`src/rtl/sync_debounce_bank_pkg.sv`:
```
// Shared constants and helpers for board-input conditioning blocks.
// Holds the default synchroniser depth, the default debounce length and a constant clog2.
package sync_debounce_bank_pkg;

  localparam int DEFAULT_SYNC_STAGES     = 2;
  localparam int DEFAULT_DEBOUNCE_CYCLES = 16;

  // Constant-evaluable ceil(log2(value)). clog2(1) == 0.
  function automatic int clog2(input int value);
    int r;
    r = 0;
    while ((1 << r) < value) begin
      r = r + 1;
    end
    return r;
  endfunction

endpackage

```
`src/rtl/debounce_channel.sv`:
```
// One input channel. It holds a synchroniser chain, a debounce counter,
// the stable level and registered rise/fall pulses.
module debounce_channel
  import sync_debounce_bank_pkg::*;
#(
  parameter int SYNC_STAGES     = DEFAULT_SYNC_STAGES,
  parameter int DEBOUNCE_CYCLES = DEFAULT_DEBOUNCE_CYCLES
) (
  input  logic clk,
  input  logic reset,
  input  logic enable,
  input  logic din,
  output logic q,
  output logic rise,
  output logic fall,
  output logic busy
);

  localparam int                CNT_W    = clog2(DEBOUNCE_CYCLES) + 1;
  localparam logic [CNT_W-1:0]  CNT_LAST = CNT_W'(DEBOUNCE_CYCLES - 1);

  logic [SYNC_STAGES-1:0] sync_q;
  logic                   s;
  logic [CNT_W-1:0]       cnt;

  // The chain runs every cycle, whatever the value of enable, so it always carries fresh samples.
  always_ff @(posedge clk or negedge reset) begin
    if (!reset) begin
      sync_q <= '0;
    end else begin
      sync_q <= {sync_q[SYNC_STAGES-2:0], din};
    end
  end

  assign s = sync_q[SYNC_STAGES-1];

  // NOTE: non-blocking defaults followed by later overrides give one-cycle pulses
  // without a second process; the last assignment in program order wins.
  always_ff @(posedge clk or negedge reset) begin
    if (!reset) begin
      cnt  <= '0;
      q    <= 1'b0;
      rise <= 1'b0;
      fall <= 1'b0;
    end else begin
      rise <= 1'b0;
      fall <= 1'b0;
      if (enable) begin
        if (s == q) begin
          cnt <= '0;
        end else if (cnt == CNT_LAST) begin
          q    <= s;
          cnt  <= '0;
          rise <= s;
          fall <= ~s;
        end else begin
          cnt <= cnt + 1'b1;
        end
      end
    end
  end

  assign busy = (cnt != '0);

endmodule

```
`src/rtl/sync_debounce_bank.sv`:
```
// Bank of independent debounced inputs. The stable output is high when no
// channel has a pending transition.
module sync_debounce_bank
  import sync_debounce_bank_pkg::*;
#(
  parameter int WIDTH           = 4,
  parameter int SYNC_STAGES     = DEFAULT_SYNC_STAGES,
  parameter int DEBOUNCE_CYCLES = DEFAULT_DEBOUNCE_CYCLES
) (
  input  logic             clk,
  input  logic             reset,
  input  logic             enable,
  input  logic [WIDTH-1:0] datos,
  output logic [WIDTH-1:0] Q_out,
  output logic [WIDTH-1:0] rise,
  output logic [WIDTH-1:0] fall,
  output logic             stable
);

  logic [WIDTH-1:0] busy;

  for (genvar i = 0; i < WIDTH; i++) begin : g_ch
    debounce_channel #(
      .SYNC_STAGES     (SYNC_STAGES),
      .DEBOUNCE_CYCLES (DEBOUNCE_CYCLES)
    ) u_ch (
      .clk    (clk),
      .reset  (reset),
      .enable (enable),
      .din    (datos[i]),
      .q      (Q_out[i]),
      .rise   (rise[i]),
      .fall   (fall[i]),
      .busy   (busy[i])
    );
  end

  assign stable = ~|busy;

endmodule
```
`config.mk`:
```
export PLATFORM = sky130hd
export DESIGN_NAME = sync_debounce_bank
export DESIGN_NICKNAME = d
export VERILOG_FILES = /design/src/rtl/sync_debounce_bank_pkg.sv /design/src/rtl/debounce_channel.sv /design/src/rtl/sync_debounce_bank.sv
export SDC_FILE = /design/constraint.sdc
export NUM_CORES = 1
export LEC_CHECK = 0
export CAP_MARGIN = 20
export CORE_MARGIN = 1
export CORE_UTILIZATION = 51
export CTS_BUF_LIST = sky130_fd_sc_hd__clkbuf_16
export CTS_CLUSTER_DIAMETER = 80
export DETAILED_ROUTE_END_ITERATION = 10
export GPL_ROUTABILITY_DRIVEN = 0
export PLACE_DENSITY = 0.73
export SYNTH_ARGS = -nofsm -noshare
export SYNTH_HDL_FRONTEND = slang
export SYNTH_SLANG_ARGS = --single-unit
```
`constraint.sdc`:
```
create_clock -name clk -period 1.85 [get_ports clk]
set_input_delay 0.185 -clock clk [delete_from_list [all_inputs] [get_ports clk]]
set_output_delay 0.185 -clock clk [all_outputs]
set_load 0.05 [all_outputs]
```
==> impl_metrics.csv, run 1 <==
group,metric,value,unit
layout,n_antenna_cell,0,
sta,holdWs,341,ps
worst_setup_path,setup.worst_path.end_class,"primary output",
worst_setup_path,ff2ff_path_depth,5,
worst_setup_path,worstPathMaxFanout,3,
sta,timing.slew.headroom,65.6,%
layout,final_util,65.3,%
synthesis,ys_seq_elements,40,
worst_setup_path,critPathKind,"register to primary output",
clock_network,ctsHtreeMaxLevel,2,
layout,drive_gt1_share,15.1,%
route,ant_nets,0,
sta,fin_crit_sh,95.9,%
layout,finalNetCount,193,
sta,final.setup_skew,3.92,ps
worst_setup_path,worstReg2RegEnd,"g_ch[2].u_ch.q$_DFFE_PN0P_",
clock_network,numCtsBuffers,5,
run_status,status,"completed",
layout,area_growth,19.2,%
synthesis,ys_seq_area_share,53.4,%
grt,grt_max_degree,41,
clock_network,cts_sinks,40,
power,p_total,0.00210,W
worst_hold_path,hp-start,"datos[3]",
sta,finalMaxSlewViolations,0,
synthesis,yosysWarnings,0,
die,die-area,0.00392,mm²
worst_setup_path,r2r_start,"g_ch[2].u_ch.cnt[0]$_DFFE_PN0P_",
placement,dpl.hpwl,2110,µm
grt,grt_antenna_before_repair,0,
route,drt-total-wl,3220,µm
sta,tightest_slew,515,ps
clock_network,cts-root-buf,"clkbuf_16",
worst_setup_path,crit_chain,"inv_1 > ha_1 > nor4bb_2 > and4_1 > buf_12",
synthesis,synthDistinctLibCells,34,
power,ir_worst_vdd,566,µV
die,initial_core_util,54.8,%
worst_hold_path,whs_path_depth,1,
layout,seqCellArea,0.00100,mm²
synthesis,postSynthAreaPerCell,11.6,µm²
sta,min_period,1780,ps
clock_network,path_clk_slew,60,ps
power,power_leakage,1.02,nW
worst_setup_path,critPathBufInv,2,
die,die_height,62.6,µm
layout,mostFrequentLayoutCells,"dfrtp_1, clkdlybuf4s50_1, nand3_1, mux2i_1, inv_1",
grt,track_usage,20.0,%
synthesis,yosys-top-cells-area,"dfrtp_1, mux2i_1, ha_1",
sta,setup_viol,0,
synthesis,synthesis.nets,176,
die,ioPinCount,20,
worst_setup_path,arrival,1590,ps
worst_hold_path,hold_class,"primary input to register",
route,viasPerCell,5.32,
synthesis,yosys.area.top_type,"dfrtp_1",
worst_setup_path,crit_path_max_incr_delay,390,ps
route,dr.pass1.iters,4,
route,vias,1198,
worst_setup_path,reg2reg_slack,220,ps
worst_setup_path,cp.required,1660,ps
worst_hold_path,holdPathEnd,"g_ch[3].u_ch.sync_q[0]$_DFF_PN0_",
synthesis,syn_area,0.00187,mm²
route,drc,0,
route,drtIter0Drc,72,
sta,fmax,0.563,GHz
die,core,0.00342,mm²
power,powerDensity,939,mW/mm²
worst_setup_path,cp_top_family,"simple AND/OR/NAND/NOR gates",
die,die_w,62.6,µm
clock_network,clk_latency,280,ps
synthesis,synth.top_cell.area_share,53.4,%
route,routedWlPerCell,14.3,µm
placement,io_buffers,19,
grt,grt_pass1_vias,1250,
grt,overflow,0,
clock_network,cts_tree,"built",
worst_setup_path,worst_setup_path_start_kind,"register",
layout,multi_input_area,739,µm²
die,num_rows,21,
layout,fillers,263,
synthesis,syn_inst,161,
layout,mostFrequentLayoutCell,"dfrtp_1",
sta,hold_viol,0,
run,max_cap_violations,0,
worst_setup_path,cp_slowest_cell,"dfrtp_1",
grt,grt_pass1_wl,5970,µm
clock_network,cts_buffer_depth,2,
-- timing repair --
item / CTS / global route
gates resized for setup: 0 / 5
hold endpoints to repair: 40 / 0
hold buffers: 1 / 0
endpoints found under the setup margin: 0 / 1
buffers inserted: 0 / 3
-- power breakdown --
part / internal, W / switching, W
Sequential: 0.000937 / 0.0000738
Clock: 0.000489 / 0.000321
Combinational: 0.000139 / 0.000135
Total: 0.00157 / 0.000530
-- synth_stat cells --
master	instances
o22ai_1	3
or2_1	1
and4_1	1
or3_1	2
a31oi_1	1
mux2_2	3
ha_1	8
clkbuf_1	3
mux2_4	1
o2bb2ai_1	3
nand3_1	11
a21oi_1	5
o211ai_1	3
nor4bb_1	1
nand4_1	2
or3b_1	1
buf_2	1
nor4b_1	2
o21ai_0	5
buf_4	12
nor3b_1	8
dfrtp_1	40
xor2_2	1
mux2i_1	11
or3_4	1
nor4_1	1
xor2_1	3
a21boi_0	2
inv_2	1
inv_1	11
nand4b_1	1
nor2b_1	5
a22o_1	1
nand2_1	6
-- final cells by class --
cell class / instances / area share (%)
Tap cell: 46 / 2.58
Inverter: 12 / 2.02
Clock buffer: 5 / 5.61
Sequential cell: 40 / 44.8
Multi-Input combinational cell: 93 / 33.1
Timing Repair Buffer: 26 / 11.2
Clock inverter: 3 / 0.617
-- metrics by stage --
step                      instance area, µm²  setup slack (ps)  TNS, ps  instances
after global placement                  2040               260        0        213
after floorplan                         1870               358        0        161
after global routing                    2230             -29.7    -29.7        225
final                                   2230              75.0        0        225
after detailed placement                2040               239        0        213
after CTS                               2190              5.12        0        222
-- worst max path at each step --
stage                                             to                            start  cells past startpoint  slack [ps]
after global placement    g_ch[3].u_ch.q$_DFFE_PN0P_                           enable                      4         260
after floorplan                               stable  g_ch[2].u_ch.cnt[0]$_DFFE_PN0P_                      4         360
after detailed placement  g_ch[3].u_ch.q$_DFFE_PN0P_                           enable                      4         240
after CTS                                     stable  g_ch[0].u_ch.cnt[0]$_DFFE_PN0P_                      5           5
after global routing                          stable  g_ch[1].u_ch.cnt[0]$_DFFE_PN0P_                      5         -30
final                                         stable  g_ch[1].u_ch.cnt[1]$_DFFE_PN0P_                      5          70
-- worst register-to-register path: cells and delay by family, from the launching register on --
family        cells  cell delay [ps]
fa+ha+maj         1              200
simple gates      2              530
mux               1              280
flops             1              390
buf+inv           1              120
-- kinds of logic after synthesis --
group | share of synthesized area [%]
AO/OA/AOI/OAI | 7.88
AND/OR/NAND/NOR | 14.5
adder cells (fa/ha/maj) | 5.34
XOR/XNOR | 2.27
flip-flops | 53.4
multiplexers | 8.48
buffers and inverters | 8.08
-- flip-flops by register name (all words and copies together), names as in the netlist --
| signal | count |
|---|---|
| g_ch.u_ch.cnt | 20 |
| g_ch.u_ch.sync_q | 8 |
| g_ch.u_ch.fall | 4 |
| g_ch.u_ch.q | 4 |
| g_ch.u_ch.rise | 4 |
-- routing by layer --
layer  track usage (%)  up-vias  share of wire (%)
li1                  -      586                  -
met1              27.0      587                 46
met2              30.3       20                 49
met3              6.02        5                3.5
met4              7.85        0                1.5
met5                 0        -                  0
(Power assumes the default switching activity.)
==> inputs of run 2 (changes only) <==
--- a/config.mk
+++ b/config.mk
@@ -7,12 +7,12 @@
 export LEC_CHECK = 0
 export CAP_MARGIN = 20
 export CORE_MARGIN = 1
-export CORE_UTILIZATION = 51
+export CORE_UTILIZATION = 29
 export CTS_BUF_LIST = sky130_fd_sc_hd__clkbuf_16
 export CTS_CLUSTER_DIAMETER = 80
 export DETAILED_ROUTE_END_ITERATION = 10
 export GPL_ROUTABILITY_DRIVEN = 0
-export PLACE_DENSITY = 0.73
 export SYNTH_ARGS = -nofsm -noshare
 export SYNTH_HDL_FRONTEND = slang
 export SYNTH_SLANG_ARGS = --single-unit
+export TNS_END_PERCENT = 5
==> constraint.sdc (replaced) <==
create_clock -name clk -period 1.75 [get_ports clk]
set_input_delay 0.175 -clock clk [delete_from_list [all_inputs] [get_ports clk]]
set_output_delay 0.175 -clock clk [all_outputs]
set_load 0.05 [all_outputs]
==> run 2 against run 1 <==
Via count rose by 2.1%; critical path type unchanged; critical endpoint unchanged; clock-buffer cell count did not move; wire length rose by 1.4%; utilization fell by 26 points; first-iteration DRC count fell by 32%.
==> impl_metrics.csv, run 2 (same netlist as run 1, synthesis figures left out) <==
group,metric,value,unit
sta,hold_viol,0,
clock_network,clk_latency,280,ps
grt,track_usage,11.1,%
clock_network,path_clk_slew,60,ps
grt,grt_pass1_wl,5420,µm
layout,top_register,"g_ch.u_ch.cnt",
worst_setup_path,worstPathMaxFanout,3,
worst_setup_path,crit_chain,"inv_2 > ha_4 > nor4bb_4 > and4_4 > buf_12",
grt,overflow,0,
clock_network,cts_sinks,40,
sta,tightest_slew,493,ps
worst_setup_path,worst_setup_path_start_kind,"register",
worst_setup_path,cp_top_family,"simple AND/OR/NAND/NOR gates",
die,die-area,0.00678,mm²
clock_network,cts_buffer_depth,2,
die,ioPinCount,20,
worst_hold_path,hold_class,"primary input to register",
route,drt-total-wl,3270,µm
sta,holdWs,329,ps
die,initial_core_util,30.9,%
sta,finalMaxSlewViolations,0,
worst_setup_path,crit_path_max_incr_delay,400,ps
layout,mostFrequentLayoutCell,"dfrtp_1",
route,routedWlPerCell,12.6,µm
route,viasPerCell,4.72,
layout,area_growth,26.7,%
worst_setup_path,path_depth,5,
layout,largestRegisters,"g_ch.u_ch.cnt: 20 flops, g_ch.u_ch.sync_q: 8 flops",
run_status,status,"completed",
worst_setup_path,worstReg2RegEnd,"g_ch[2].u_ch.q$_DFFE_PN0P_",
worst_setup_path,reg2reg_slack,150,ps
placement,dpl.hpwl,2230,µm
clock_network,cts-root-buf,"clkbuf_16",
worst_setup_path,endpoint,"stable",
layout,finalNetCount,198,
die,die_height,82.4,µm
worst_setup_path,cp_slowest_cell,"dfrtp_1",
route,ant_nets,0,
worst_setup_path,ff2ff_path_depth,5,
power,power_leakage,1.08,nW
route,drtIter0Drc,49,
sta,fin_crit_sh,99.5,%
worst_setup_path,startpoint,"g_ch[1].u_ch.cnt[0]$_DFFE_PN0P_",
worst_setup_path,cp.required,1570,ps
worst_setup_path,arrival,1570,ps
sta,timing.slew.headroom,67.0,%
die,core,0.00606,mm²
route,drc,0,
die,die_w,82.4,µm
layout,fillers,574,
route,dr.pass1.iters,4,
layout,drive_gt1_share,22.8,%
power,ir_worst_vdd,410,µV
layout,mostFrequentLayoutCells,"dfrtp_1, buf_4, clkdlybuf4s50_1",
sta,final.setup_skew,6.71,ps
layout,n_antenna_cell,0,
clock_network,ctsHtreeMaxLevel,2,
clock_network,numCtsBuffers,5,
layout,final_util,39.2,%
sta,min_period,1740,ps
sta,rsz0062_at_grt,"true",
run,max_cap_violations,0,
worst_setup_path,critPathBufInv,2,
grt,grt_pass1_vias,1185,
clock_network,cts_tree,"built",
sta,fmax,0.574,GHz
grt,grt_antenna_before_repair,0,
die,num_rows,28,
worst_setup_path,r2r_start,"g_ch[2].u_ch.cnt[0]$_DFFE_PN0P_",
worst_setup_path,critPathKind,"register to primary output",
worst_setup_path,setup.worst_path.end_class,"primary output",
power,powerDensity,1040,mW/mm²
layout,largest_reg_flops,20,
sta,setup_viol,0,
power,p_total,0.00246,W
route,vias,1223,
grt,grt_max_degree,26,
placement,io_buffers,19,
==> run 2: cell types whose count changed in the layout (fill, tap and decap cells not counted), sizes merged <==
| cell | delta |
|---|---|
| buf | +9 |
| bufinv | +1 |
| clkdlybuf4s50 | -4 |
| clkinv | -3 |
| clkinvlp | +1 |
| inv | +1 |
==> run 2: worst min path at each step <==
stage	start	end	slack, ps	cells past startpoint
finish	datos[2]	g_ch[2].u_ch.sync_q[0]$_DFF_PN0_	330	1
detailed placement	reset	g_ch[2].u_ch.sync_q[0]$_DFF_PN0_	160	1
global route	datos[3]	g_ch[3].u_ch.sync_q[0]$_DFF_PN0_	330	1
CTS	datos[2]	g_ch[2].u_ch.sync_q[0]$_DFF_PN0_	330	1
floorplan	reset	g_ch[0].u_ch.cnt[0]$_DFFE_PN0P_	-120	0
global placement	reset	g_ch[2].u_ch.sync_q[0]$_DFF_PN0_	160	1
==> run 2: per-stage QoR <==
| stage | cells | setup slack [ps] | instance area [µm²] | setup TNS [ps] |
|---|---|---|---|---|
| after global placement | 244 | 203 | 2100 | 0 |
| after global routing | 259 | -53.3 | 2370 | -53.3 |
| final | 259 | 8.79 | 2370 | 0 |
| after CTS | 254 | 6.64 | 2290 | 0 |
| after detailed placement | 244 | 176 | 2100 | 0 |
| after floorplan | 161 | 268 | 1870 | 0 |
==> run 2: power by group <==
group	leakage, nW	switching (W)	internal (W)
clock network	0.0804	0.000373	0.000677
registers	0.529	0.0000800	0.000990
logic	0.466	0.000154	0.000185
total	1.08	0.000607	0.00185
==> run 2: timing repair <==
item | in CTS | in global routing
gates resized for setup | 4 | 10
setup buffers | 1 | 5
endpoints found under the hold margin | 18 | 0
hold buffers | 1 | 0
pin swaps | 1 | 2
endpoints found under the setup margin | 1 | 1
==> run 2: worst reg2reg max path, stage by stage (launching register included) <==
cell	delay [ps]
dfrtp_1	360
buf_4	120
ha_1	210
nand4b_1	220
or2_1	310
mux2_2	280
==> run 2: layout make-up <==
type                       count  area [µm²]  share of cell area [%]
multi-input combinational     93         772                    32.5
timing repair buffer          31         290                    12.2
inverter                      12        45.0                    1.90
clock inverter                 3        46.3                    1.95
sequential                    40        1000                    42.2
tap                           75        93.8                    3.95
clock buffer                   5         125                    5.27
==> run 2: metal layers <==
layer | share of wire (%) | global-route usage [%]
met5 | 0 | 0
met2 | 49 | 17.4
met4 | 2.0 | 6.14
met1 | 46 | 13.5
met3 | 3.1 | 3.41
